===== src/rtl/fifo_wr_arbiter.sv =====
// fifo_wr_arbiter: round-robin, packet-locked write arbiter in front of a
// single-clock store-buffer FIFO. It tracks FIFO occupancy itself, counting
// writes still in flight, so it never writes into a full FIFO.
module fifo_wr_arbiter #(
   parameter int NUM_PORTS   = 4,
   parameter int DATA_WIDTH  = 16,
   parameter int DEPTH_WIDTH = 10
) (
   input  logic                              clk,
   input  logic                              rst,
   input  logic [NUM_PORTS-1:0]              req_valid_i,
   input  logic [NUM_PORTS*DATA_WIDTH-1:0]   req_data_i,
   input  logic [NUM_PORTS-1:0]              req_last_i,
   output logic [NUM_PORTS-1:0]              req_ready_o,
   output logic [NUM_PORTS-1:0]              grant_o,
   output logic [DATA_WIDTH-1:0]             fifo_wr_data_o,
   output logic                              fifo_wr_en_o,
   input  logic                              fifo_rd_en_i,
   input  logic                              fifo_full_i,
   output logic [DEPTH_WIDTH:0]              fifo_level_o,
   output logic                              err_o
);

   localparam int PTR_W = $clog2(NUM_PORTS);
   localparam logic [PTR_W:0]       NP_W      = (PTR_W+1)'(NUM_PORTS);
   localparam logic [DEPTH_WIDTH:0] LEVEL_MAX = {1'b1, {DEPTH_WIDTH{1'b0}}};
   localparam logic [DEPTH_WIDTH:0] LEVEL_ONE = {{DEPTH_WIDTH{1'b0}}, 1'b1};
   localparam logic [NUM_PORTS-1:0] ONE_HOT   = {{(NUM_PORTS-1){1'b0}}, 1'b1};

   typedef enum logic {
      IDLE  = 1'b0,
      BURST = 1'b1
   } state_t;

   state_t                 state;
   logic [PTR_W-1:0]       rr_ptr;
   logic [PTR_W-1:0]       owner;
   logic                   sel_found;
   logic [PTR_W-1:0]       sel_idx;
   logic [PTR_W-1:0]       cand;
   logic [DATA_WIDTH-1:0]  beat_data;
   logic                   beat_last;
   logic                   has_room;
   logic                   accept;

   // Port index plus one, wrapping modulo NUM_PORTS (NUM_PORTS need not be a power of two).
   function automatic logic [PTR_W-1:0] wrap_inc(input logic [PTR_W-1:0] idx);
      logic [PTR_W:0] sum;
      sum = {1'b0, idx} + {{PTR_W{1'b0}}, 1'b1};
      if (sum >= NP_W) begin
         sum = sum - NP_W;
      end else begin
         sum = sum;
      end
      return sum[PTR_W-1:0];
   endfunction

   // Round-robin search: first valid requester at or above rr_ptr, wrapping.
   always_comb begin
      sel_found = 1'b0;
      sel_idx   = rr_ptr;
      cand      = rr_ptr;
      for (int i = 0; i < NUM_PORTS; i++) begin
         if (!sel_found && req_valid_i[cand]) begin
            sel_found = 1'b1;
            sel_idx   = cand;
         end else begin
            sel_found = sel_found;
         end
         cand = wrap_inc(cand);
      end
   end

   // Route the granted port's beat data and last flag.
   always_comb begin
      beat_data = {DATA_WIDTH{1'b0}};
      beat_last = 1'b0;
      for (int p = 0; p < NUM_PORTS; p++) begin
         if (grant_o[p]) begin
            beat_data = req_data_i[p*DATA_WIDTH +: DATA_WIDTH];
            beat_last = req_last_i[p];
         end else begin
            beat_last = beat_last;
         end
      end
   end

   // A full level blocks acceptance even if a read frees a slot this same cycle.
   assign has_room    = (fifo_level_o < LEVEL_MAX);
   assign req_ready_o = ((state == BURST) && has_room) ? (grant_o & req_valid_i)
                                                      : {NUM_PORTS{1'b0}};
   assign accept      = |req_ready_o;

   // Arbitration FSM: grant in IDLE, hold the grant for a whole packet in BURST.
   always_ff @(posedge clk or posedge rst) begin
      if (rst) begin
         state   <= IDLE;
         rr_ptr  <= {PTR_W{1'b0}};
         owner   <= {PTR_W{1'b0}};
         grant_o <= {NUM_PORTS{1'b0}};
      end else begin
         case (state)
            IDLE: begin
               if (sel_found) begin
                  state   <= BURST;
                  owner   <= sel_idx;
                  grant_o <= ONE_HOT << sel_idx;
               end else begin
                  grant_o <= {NUM_PORTS{1'b0}};
               end
            end
            BURST: begin
               if (accept && beat_last) begin
                  state   <= IDLE;
                  grant_o <= {NUM_PORTS{1'b0}};
                  rr_ptr  <= wrap_inc(owner);
               end else begin
                  state   <= BURST;
               end
            end
            default: begin
               state   <= IDLE;
               grant_o <= {NUM_PORTS{1'b0}};
            end
         endcase
      end
   end

   // Registered FIFO write port; data holds its last value between writes.
   always_ff @(posedge clk or posedge rst) begin
      if (rst) begin
         fifo_wr_en_o   <= 1'b0;
         fifo_wr_data_o <= {DATA_WIDTH{1'b0}};
      end else begin
         fifo_wr_en_o <= accept;
         if (accept) begin
            fifo_wr_data_o <= beat_data;
         end else begin
            fifo_wr_data_o <= fifo_wr_data_o;
         end
      end
   end

   // Occupancy counter: accepted beats minus reads, saturating at zero on underflow.
   always_ff @(posedge clk or posedge rst) begin
      if (rst) begin
         fifo_level_o <= {(DEPTH_WIDTH+1){1'b0}};
      end else begin
         case ({accept, fifo_rd_en_i})
            2'b10: fifo_level_o <= fifo_level_o + LEVEL_ONE;
            2'b01: begin
               if (fifo_level_o != {(DEPTH_WIDTH+1){1'b0}}) begin
                  fifo_level_o <= fifo_level_o - LEVEL_ONE;
               end else begin
                  fifo_level_o <= fifo_level_o;
               end
            end
            default: fifo_level_o <= fifo_level_o;
         endcase
      end
   end

   // Sticky error: write into a full FIFO or read from an empty one.
   always_ff @(posedge clk or posedge rst) begin
      if (rst) begin
         err_o <= 1'b0;
      end else begin
         if ((fifo_rd_en_i && (fifo_level_o == {(DEPTH_WIDTH+1){1'b0}})) ||
             (fifo_wr_en_o && fifo_full_i)) begin
            err_o <= 1'b1;
         end else begin
            err_o <= err_o;
         end
      end
   end

endmodule


===== config.mk =====
export PLATFORM = sky130hd
export DESIGN_NAME = fifo_wr_arbiter
export DESIGN_NICKNAME = d
export VERILOG_FILES = /design/src/rtl/fifo_wr_arbiter.sv
export SDC_FILE = /design/constraint.sdc
export NUM_CORES = 1
export LEC_CHECK = 0
export CAP_MARGIN = 20
export CORE_ASPECT_RATIO = 1.25
export CORE_UTILIZATION = 45
export DETAILED_ROUTE_END_ITERATION = 10
export PLACE_DENSITY_LB_ADDON = 0.08
export SLEW_MARGIN = 20
export SYNTH_ARGS = -nofsm -noshare
export SYNTH_HDL_FRONTEND = slang
export SYNTH_SLANG_ARGS = --single-unit

===== constraint.sdc =====
create_clock -name clk -period 7.7 [get_ports clk]
set_input_delay 0.77 -clock clk [delete_from_list [all_inputs] [get_ports clk]]
set_output_delay 0.77 -clock clk [all_outputs]
set_load 0.01 [all_outputs]

# --- After elaboration in Yosys (flattened, before gate mapping) ---
# Cells that the tools add are included.
word_totals:
  register_bits: 38
  word_cells: 88
classes:
  add_sub_neg: 10
  order_cmp: 9
  eq_ne: 4
  shift: 1
  mux: 36
  bitwise: 2
  reduce_logical: 18
ops:
  columns: ["op", "count"]
  rows:
  - ["16-bit two-way mux", 4]
  - ["11-bit one-hot mux with 2 select lines", 1]
  - ["1-bit two-way mux", 14]
  - ["2-bit two-way mux", 7]
  - ["2-bit by 1-bit adder with 3-bit output, second input constant", 4]
  - ["3-bit greater-or-equal comparator, second input constant", 4]
  - ["2-bit by 3-bit less-than comparator with 1-bit output, second input constant", 4]
  - ["4-bit two-way mux", 3]
  - ["11-bit by 1-bit adder with 11-bit output, second input constant", 1]
  - ["11-bit logical NOT", 1]
  - ["11-bit less-than comparator, second input constant", 1]
  - ["11-bit two-way mux", 1]
  - ["11-bit nonzero test", 1]
  - ["11-bit by 1-bit subtractor with 11-bit output, second input constant", 1]
  - ["1-bit binary-select mux with 2-bit select", 4]
  - ["4-bit one-hot mux with 2 select lines", 1]
  - ["2-bit by 1-bit subtractor with 2-bit output, second input constant", 4]
  - ["1-bit logical AND", 7]
  - ["2-bit AND reduction", 3]
  - ["4-bit bitwise AND", 1]
  - ["4-bit OR reduction", 1]
  - ["1-bit by 2-bit left shift with 4-bit output, first input constant", 1]
  - ["1-bit logical NOT", 3]
  - ["2-bit by 1-bit equality test with 1-bit output, second input constant", 1]
  - ["7 further kinds", 7]

# --- Longest topological paths before layout ---
# Gate-level depths: netlist (run 1).
logic_depth:
  word_depth: 16
  depth_mapped: 14

# --- Worst setup path before layout (run 1) ---
# Ideal clock, no wire load.
synth_timing:
  path_kind: "input port to flip-flop"
  from: "input req_valid_i[3]"
  to: "register fifo_level_o[7]"
  setup_time_ns: 0.125
  t_arrival_ns: 3.087
  required_time_ns: 7.575
  slack_ns: 4.488
  cell_stages: 12
  path_cell_list: "nand2_1 a41o_1 buf_6 clkbuf_1 nand2_1 inv_1 ha_1 clkbuf_1 a211o_1 o21ai_0 xnor2_1 mux2_4"
synth_between:
  elab_chain_len: 6
  word_cells_on_any_way: 9
  cone_classes: "eq/ne (3); mux (2); bitwise (1); reduce/logical (3)"
synth_lines:
  columns: ["element", "line", "text"]
  rows:
  - ["start: declaration", "11", "input logic [NUM_PORTS-1:0] req_valid_i,"]
  - ["4-bit bitwise AND (*)", "90", "assign req_ready_o = ((state == BURST) && has_room) ? (grant_o & req_valid_i)"]
  - ["4-bit two-way mux (*)", "90", null]
  - ["4-bit OR reduction (*)", "92", "assign accept = |req_ready_o;"]
  - ["2-bit by 1-bit equality test with 1-bit output / 2-bit equality test (equally long branches)", "149", "case ({accept, fifo_rd_en_i})"]
  - ["2-bit inequality test (no source line) / 2-bit nonzero test (equally long branches)", null, null]
  - ["2-bit AND reduction (no source line)", null, null]
  - ["end signal: assignment", "147", "fifo_level_o <= {(DEPTH_WIDTH+1){1'b0}};"]
  - ["end signal: assignment", "150", "2'b10: fifo_level_o <= fifo_level_o + LEVEL_ONE;"]
  - ["end signal: assignment", "153", "fifo_level_o <= fifo_level_o - LEVEL_ONE;"]
  - ["end: declaration", "20", "output logic [DEPTH_WIDTH:0] fifo_level_o,"]
# Every way passes the cells marked *; elsewhere a longest branch is shown, timed or not.
# A chain may end at the register's enable or synchronous reset.

# --- Worst setup path in the final report (run 1) ---
# Same ends and word-level chain as after synthesis.

==> results.json, run 1 <==
{
  "r2r-start": "grant_o[2]",
  "cp-endpoint": "fifo_level_o[7]",
  "post_cts_buffers": 0,
  "cts_buffer_depth": 2,
  "die_h_um": 87.0,
  "cts_made_buffers": 5,
  "io_buffers": 112,
  "rows": 30,
  "area_delta_synth_final_pct": 47.6,
  "vias": 2578,
  "skew_ns": 0.0121,
  "htree_levels": 2,
  "ir_drop_mv": 0.162,
  "via_per_inst": 5.49,
  "period_needed_ns": 3.58,
  "setup_violations": 0,
  "cts_resized": 0,
  "totalWireLength_um": 7020,
  "antennaDiodeCount": 0,
  "fin_total_pwr_uw": 1500,
  "syn_avg_cell_area_sq_um": 8.65,
  "core-area_sq_um": 5520,
  "fin_tns_setup_ns": 0,
  "crit_arrival_ns": 3.75,
  "cts_tree": "done",
  "ctsHoldBuffers": 0,
  "ys_warn_count": 0,
  "p_leak_uw": 0.00158,
  "r2r_cells": 10,
  "reg2reg_to": "fifo_level_o[7]",
  "min_path_type": "reg -> reg",
  "synth-seq-area-share_pct": 36.5,
  "syn_area_sq_um": 2600,
  "n_fill_cell": 448,
  "r2r_slack_ns": 4.20,
  "grt.total_usage_pct": 24.8,
  "ys_types": 53,
  "fin_nets": 491,
  "fin_crit_sh_pct": 46.4,
  "syn_inst": 301,
  "synth_simple_gate_area_share_pct": 19.0,
  "wl_per_cell_um": 14.9,
  "maxSlewHeadroom_pct": 34.1,
  "synth-xor-area-share_pct": 2.35,
  "critPathMaxFanout": 35,
  "grt_pass1_wl_um": 11900,
  "fmax_mhz": 280,
  "die_w_um": 70.0,
  "synthFlopType": "dfrtp_1",
  "start_util_pct": 47.2,
  "clock-root-buffer": "clkbuf_8",
  "final_cell_mix": "clkdlybuf4s50_1, dfrtp_1, a21oi_1, nand2_1, o21ai_0",
  "synth_compound_area_share_pct": 27.0,
  "slew_violations": 0,
  "muxShareOfSynthArea_pct": 4.66,
  "path_clk_slew_ns": 0.07,
  "antenna_found_initial": 0,
  "worstMarginPinSlew_ns": 0.988,
  "grt_pass1_vias": 2606,
  "final_common_cell": "clkdlybuf4s50_1",
  "status": "finished clean",
  "synth_fa_ha_area_share_pct": 5.09,
  "cp.required_ns": 7.87,
  "synth_nets": 387,
  "numClockSinks": 38,
  "rsz0062_at_grt": "no",
  "synth_top_family_by_area": "compound AO/OA/AOI/OAI gates",
  "drt_first_pass_iters": 4,
  "p_per_area_nw_per_um2": 389,
  "worstHoldStart": "fifo_wr_data_o[10]",
  "routabilityCongestion": 0.945,
  "hpwl_um": 5580,
  "crit_path_start_kind": "input port",
  "cp-startpoint": "req_valid_i[3]",
  "synth_async_sr_flop_share_pct": 100,
  "drtAntennaViolNets": 0,
  "max_cap_violations": 0,
  "hold_viol_final": 0,
  "clock_latency_ns": 0.29,
  "grt-ovfl-total": 0,
  "ys_ff_latch": 38,
  "grt_max_degree": 39,
  "drive_gt1_share_pct": 5.17,
  "drc_errors": 0,
  "first_iter_violations": 100,
  "endpoint_kind": "flip-flop",
  "worstSetupPathType": "in -> reg",
  "die-area_sq_um": 6100,
  "io_pins": 113,
  "synth-edff-count": 0
}
==> cell families (layout without fill, tap and decap cells) <==
kind of cell / after synthesis / after routing
flip-flops: 38 / 38
multiplexers: 9 / 9
XOR/XNOR: 7 / 7
AO/OA/AOI/OAI: 108 / 108
AND/OR/NAND/NOR: 101 / 101
buffers and inverters: 28 / 133
adder cells (fa/ha/maj): 10 / 10
==> how the worst min path moves through the flow <==
stage                    endpoint  slack [ns]  cells after the start
6_report       fifo_wr_data_o[10]        0.48                      2
5_1_grt        fifo_wr_data_o[10]        0.51                      2
4_1_cts        fifo_wr_data_o[14]        0.48                      2
3_5_place_dp   fifo_wr_data_o[14]        0.47                      2
3_3_place_gp   fifo_wr_data_o[14]        0.46                      2
2_1_floorplan           rr_ptr[0]        0.48                      1
==> report_power, final <==
part / switching, uW / internal, uW
Sequential: 118 / 291
Combinational: 430 / 494
Clock: 66.9 / 96.9
==> final cells by class <==
class / count / area (sq um) / area share, %
multi-input cells: 235 / 1510 / 39.4
repair buffers: 115 / 1140 / 29.8
flip-flops and latches: 38 / 951 / 24.7
well taps: 64 / 80.1 / 2.08
clock buffers: 7 / 76.3 / 1.99
inverters: 10 / 50.0 / 1.30
clock inverters: 1 / 30.0 / 0.781
==> per-stage QoR <==
| step | instances | setup WS [ns] | instance area (sq um) | hold slack (ns) | util (%) |
|---|---|---|---|---|---|
| floorplan | 301 | 4.49 | 2600 | 0.481 | - |
| global placement | 462 | 3.90 | 3740 | 0.463 | 67.7 |
| detailed placement | 462 | 3.83 | 3740 | 0.470 | 67.7 |
| CTS | 470 | 4.14 | 3840 | 0.484 | 69.7 |
| global route | 470 | 3.78 | 3840 | 0.510 | 69.7 |
| finish | 470 | 4.12 | 3840 | 0.479 | 69.7 |
==> sequential cells by signal (all words and copies together) (netlist names) <==
name,count
err_o,1
fifo_level_o,11
fifo_wr_data_o,16
fifo_wr_en_o,1
grant_o,4
owner,2
rr_ptr,2
state,1
==> metal layers <==
metal  up-vias  share of wire (%)  GRT usage [%]
met5         -                  0              0
met4         0                1.3           7.45
met3        10                5.5           6.13
met2        87                 52           44.4
met1      1171                 41           29.2
li1       1310                  -              -
==> critical path: stages <==
cell             delay (ns)
clkdlybuf4s50_1        0.52
nand2_1                0.14
a41o_1                 0.18
buf_4                  0.32
nand2_1                0.14
inv_1                  0.26
ha_1                   0.31
a211oi_1               0.23
o21bai_1               0.14
o21ai_0                0.36
xnor2_1                0.11
mux2_4                 0.26
==> synthesized netlist by cell type, drive strengths merged (2+ instances only) <==
master	n	area (sq um)
nor2	17	66.3
a211oi	3	22.5
a21oi	35	175
inv	9	33.8
clkbuf	11	41.3
ha	9	113
mux2i	2	20.0
mux2	7	101
o211ai	4	30.0
o21ai	25	125
xnor2	6	52.6
nor2b	21	131
a221oi	16	140
o21a	2	15.0
nand3	2	10.0
a21o	2	15.0
a31oi	3	18.8
dfrtp	38	951
and2	2	12.5
nand3b	2	15.0
o2bb2ai	2	17.5
a22oi	2	15.0
buf	7	48.8
nor3	16	80.1
a211o	2	17.5
nor4	2	12.5
nand2	33	124
a22o	2	17.5
(Power assumes the default switching activity.)
==> run 2, diff against run 1 <==
CORE_UTILIZATION = 43   (was 45)
clock period = 3.55 ns   (was 7.7 ns; I/O delays follow)
==> run 2 against run 1 <==
  * Final area fell by 0.13%
  * Cell count rose by 0.85%
  * Hold slack got worse by 0.0012 ns
  * Utilization shrank 3.7 points
  * Worst setup slack worse by 3.5 ns
  * Critical path depth shrank 2
  * First-iteration DRC count fell by 41%
  * Count of clock-buffer cells in the layout unchanged
  * Die area up 4.5%
  * Combinational power up 130%
  * Sequential share of layout area hardly changed
  * Critical path type unchanged
  * Critical endpoint is now fifo_level_o[9]
  * Largest power group unchanged
==> results.json, run 2 (same netlist as run 1, synthesis figures left out) <==
{
  "antennaDiodeCount": 0,
  "swShare_pct": 41.8,
  "hpwl_um": 5590,
  "sequentialPowerShare_pct": 25.5,
  "cts_resized": 0,
  "wl_per_cell_um": 14.9,
  "fin_tns_setup_ns": 0,
  "io_pins": 113,
  "p_leak_uw": 0.00158,
  "max_cap_violations": 0,
  "grt_pass1_wl_um": 11500,
  "antenna_found_initial": 0,
  "fin_crit_sh_pct": 82.5,
  "clock-root-buffer": "clkbuf_8",
  "die-area_sq_um": 6370,
  "p_clk_share_pct": 8.7,
  "area_delta_synth_final_pct": 47.4,
  "status": "finished clean",
  "start_util_pct": 44.8,
  "period_needed_ns": 2.93,
  "critPathMaxFanout": 9,
  "largest_reg_flops": 16,
  "cp.required_ns": 3.70,
  "die_h_um": 89,
  "p_int_uw": 1850,
  "cts_buffer_depth": 2,
  "numClockSinks": 38,
  "path_clk_slew_ns": 0.07,
  "endpoint_kind": "flip-flop",
  "io_buffers": 112,
  "drt_first_pass_iters": 4,
  "totalWireLength_um": 7050,
  "rsz0062_at_grt": "no",
  "die_w_um": 71.6,
  "fmax_mhz": 342,
  "first_iter_violations": 59,
  "htree_levels": 2,
  "power_switching_uw": 1330,
  "clock_latency_ns": 0.28,
  "grt_pass1_vias": 2487,
  "drtAntennaViolNets": 0,
  "drc_errors": 0,
  "slew_violations": 0,
  "grt-ovfl-total": 0,
  "worstMarginPinSlew_ns": 1.04,
  "grt_max_degree": 39,
  "worstSetupPathType": "in -> reg",
  "routabilityCongestion": 0.917,
  "min_path_type": "in -> async",
  "post_cts_buffers": 0,
  "via_per_inst": 5.55,
  "drive_gt1_share_pct": 5.64,
  "top_regs": "fifo_wr_data_o x16, fifo_level_o x11, grant_o x4",
  "skew_ns": 0.00532,
  "ir_drop_mv": 0.449,
  "hold_viol_final": 0,
  "cts_tree": "done",
  "rows": 31,
  "grt.total_usage_pct": 23.0,
  "ctsHoldBuffers": 0,
  "crit_path_start_kind": "input port",
  "cts_made_buffers": 5,
  "fin_nets": 494,
  "fin_util_pct": 66.0,
  "combPwrFrac_pct": 65.8,
  "crit_arrival_ns": 3.07,
  "final_cell_mix": "clkdlybuf4s50_1, dfrtp_1, a21oi_1, nand2_1, o21ai_0",
  "core-area_sq_um": 5820,
  "final_common_cell": "clkdlybuf4s50_1",
  "vias": 2631,
  "p_per_area_nw_per_um2": 829,
  "setup_violations": 0,
  "maxSlewHeadroom_pct": 30.7,
  "largest-register": "fifo_wr_data_o"
}
[run 2: final timing paths]
check	startpoint	end	slack (ns)	cells after the start
min in group clk	fifo_wr_data_o[0]	fifo_wr_data_o[0]	0.48	2
min reg2reg	fifo_wr_data_o[0]	fifo_wr_data_o[0]	0.48	2
max in group asynchronous	rst	fifo_wr_data_o[14]	2.73	3
max reg2reg	fifo_level_o[10]	fifo_level_o[9]	0.72	9
max	req_valid_i[3]	fifo_level_o[9]	0.62	10
min	rst	fifo_level_o[9]	0.48	3
[run 2: metal layers]
layer	vias up	track usage, %	part of all wire (%)
li1	1318	-	-
met1	1216	27.9	42
met2	91	41.9	52
met3	6	4.85	5.2
met4	0	4.99	0.95
met5	-	0	0
[run 2: final cells by class]
class | count | area, sq um
fill | 523 | 1980
inverter | 10 | 50.0
tap | 66 | 82.6
sequential | 38 | 951
timing repair buffer | 118 | 1170
multi-input combinational | 235 | 1510
clock buffer | 7 | 76.3
[run 2: critical path, cell delays in order]
cell,delay [ns]
clkdlybuf4s50_1,0.58
nand2_1,0.10
a41o_1,0.26
nand2_1,0.10
inv_1,0.18
ha_1,0.44
a211o_1,0.32
o21ai_0,0.36
mux2i_1,0.27
a31oi_1,0.11
[run 2: power groups by stage]
stage	combinational [uW]	clock, uW	sequential, uW
final	2090	276	811
after global routing	2330	304	837
after CTS	2100	286	811
after floorplan	1350	0	855
after global placement	2060	0	816
after detailed placement	2090	0	818
[run 2: metrics by stage]
step,power (uW),std cells,cell area [sq um],setup WS (ns),hold slack (ns)
after floorplan,2210,301,2600,0.544,0.481
after global placement,2870,467,3760,0.454,0.463
after detailed placement,2910,467,3760,0.365,0.469
after CTS,3200,474,3840,0.675,0.484
after global routing,3470,474,3840,0.452,0.507
final,3180,474,3840,0.622,0.478
==> run 3, diff against run 2 <==
clock period = 2.9 ns   (was 3.55 ns; I/O delays follow)
==> run 3 against run 2 <==
  * Critical path type unchanged
  * Sequential power increased by 21%
  * Largest power group unchanged
  * Non-clock buffer count increased by 17
  * Highest routed layer unchanged
  * Utilization increased by 2.3 points
  * Register-to-register slack got worse by 0.39 ns
  * Via count increased by 3.9%
==> results.json, run 3 (same netlist as run 1, synthesis figures left out) <==
{
  "core-area_sq_um": 5820,
  "area_delta_synth_final_pct": 52.5,
  "hpwl_um": 5830,
  "cp.required_ns": 3.08,
  "wl_met1_um": 3070,
  "io_pins": 113,
  "fin_total_pwr_uw": 4070,
  "final_common_cell": "clkdlybuf4s50_1",
  "antenna_found_initial": 0,
  "wl_met3_um": 339,
  "max_stage_delay_ns": 0.56,
  "slowest_stage": "clkdlybuf4s50_1",
  "endpoint_kind": "flip-flop",
  "n_fill_cell": 497,
  "antennaDiodeCount": 0,
  "final_cell_mix": "clkdlybuf4s50_1, dfrtp_1, a21oi_1, nand2_1, o21ai_0",
  "grt.total_usage_pct": 25.4,
  "die-area_sq_um": 6370,
  "setup_violations": 0,
  "min_path_type": "in -> async",
  "register_area_sq_um": 951,
  "cts_tree": "done",
  "wl_per_cell_um": 15.4,
  "cts_buffer_depth": 2,
  "largest-register": "fifo_wr_data_o",
  "rsz0062_at_grt": "no",
  "fin_area_sq_um": 3970,
  "crit_arrival_ns": 2.77,
  "fin_nets": 511,
  "cts_made_buffers": 5,
  "grt-ovfl-total": 0,
  "via_per_inst": 5.57,
  "hold_viol_final": 0,
  "clock-root-buffer": "clkbuf_8",
  "grt_pass1_vias": 2700,
  "pre_cts_ws_ns": 0.0385,
  "drc_errors": 0,
  "top_layer": "met4",
  "die_w_um": 71.6,
  "post_cts_buffers": 0,
  "placed_cell_area_sq_um": 3890,
  "start_util_pct": 44.8,
  "critPathMaxFanout": 7,
  "largest_reg_flops": 16,
  "io_buffers": 112,
  "clock_latency_ns": 0.29,
  "max_cap_violations": 0,
  "drtAntennaViolNets": 0,
  "drive_gt1_share_pct": 10.1,
  "ir_drop_mv": 0.445,
  "skew_ns": 0.00411,
  "p_leak_uw": 0.00167,
  "path_clk_slew_ns": 0.08,
  "routabilityCongestion": 0.872,
  "cts_resized": 0,
  "worstSetupPathType": "in -> reg",
  "multi_input_area_sq_um": 1520,
  "top_regs": "fifo_wr_data_o x16, fifo_level_o x11, grant_o x4",
  "status": "finished clean",
  "maxSlewHeadroom_pct": 56.8,
  "fin_crit_sh_pct": 89.2,
  "ctsHoldBuffers": 0,
  "first_iter_violations": 70,
  "cpMostUsedCell": "nand2_1",
  "crit_path_start_kind": "input port",
  "numClockSinks": 38,
  "htree_levels": 2,
  "setup_ws_ns": 0.313,
  "place_inst": 484,
  "crit_chain": "clkdlybuf4s50_1 > nand2_1 > a41o_1 > nand2_1 > inv_1 > buf_4 > ha_1 > o21a_1 > o31a_1 > o21ai_0 > xnor2_1 > mux2_4",
  "grt_pass1_wl_um": 12500,
  "fin_tns_setup_ns": 0,
  "vias": 2733,
  "die_h_um": 89,
  "worstMarginPinSlew_ns": 0.646,
  "rows": 31,
  "wl_met2_um": 3950,
  "p_per_area_nw_per_um2": 1020,
  "fmax_mhz": 387,
  "totalWireLength_um": 7540,
  "period_needed_ns": 2.59,
  "slew_violations": 0,
  "grt_max_degree": 39,
  "drt_first_pass_iters": 4,
  "final_cells": 491
}
run 3: cell types whose count changed in the layout (fill, tap and decap cells not counted):
cell,before,now
buf_4,6,23
clkinv_2,0,2
nor2b_1,21,20
nor2b_2,0,1
clkbuf_1,2,0
run 3: metrics by stage:
| step | utilization (%) | hold WS [ns] |
|---|---|---|
| 6_report | 68.3 | 0.407 |
| 2_1_floorplan | - | 0.436 |
| 5_1_grt | 68.3 | 0.498 |
| 3_5_place_dp | 66.9 | 0.473 |
| 4_1_cts | 68.2 | 0.432 |
| 3_3_place_gp | 66.9 | 0.464 |
run 3: routing by layer:
metal	up-vias	GRT usage, %
met2	88	46.2
met4	0	9.63
met5	-	0
li1	1348	-
met3	14	4.51
met1	1283	29.9
run 3: cell type report:
| cell class | instances | share of cell area (%) |
|---|---|---|
| clock inverters | 2 | 0.252 |
| well taps | 66 | 2.08 |
| repair buffers | 135 | 32.6 |
| inverters | 10 | 1.26 |
| multi-input cells | 235 | 38.2 |
| clock buffers | 5 | 1.73 |
| flip-flops and latches | 38 | 23.9 |
run 3: path summary, 6_finish.rpt:
check	startpoint	end	slack, ns	cells past startpoint
worst max-delay path	req_valid_i[2]	fifo_level_o[8]	0.31	12
worst min-delay path	rst	fifo_level_o[2]	0.41	3
worst max register to register	fifo_level_o[10]	fifo_level_o[8]	0.33	11
worst min register to register	fifo_wr_data_o[8]	fifo_wr_data_o[8]	0.49	2
max in group asynchronous	rst	rr_ptr[0]	2.14	3
min in group clk	fifo_wr_data_o[8]	fifo_wr_data_o[8]	0.49	2
run 3: worst max-delay path, delay by kind of cell:
family / cells / cell delay (ns)
AND/OR/NAND/NOR: 2 / 0.18
AO/OA/AOI/OAI: 4 / 0.69
adder cells (fa/ha/maj): 1 / 0.33
XOR/XNOR: 1 / 0.14
buffers and inverters: 3 / 0.88
multiplexers: 1 / 0.25
run 3: power breakdown:
group | internal [uW] | switching [uW] | total (uW)
clock network | 162 | 188 | 349
logic | 1450 | 1290 | 2740
registers | 774 | 204 | 978
total | 2380 | 1680 | 4070
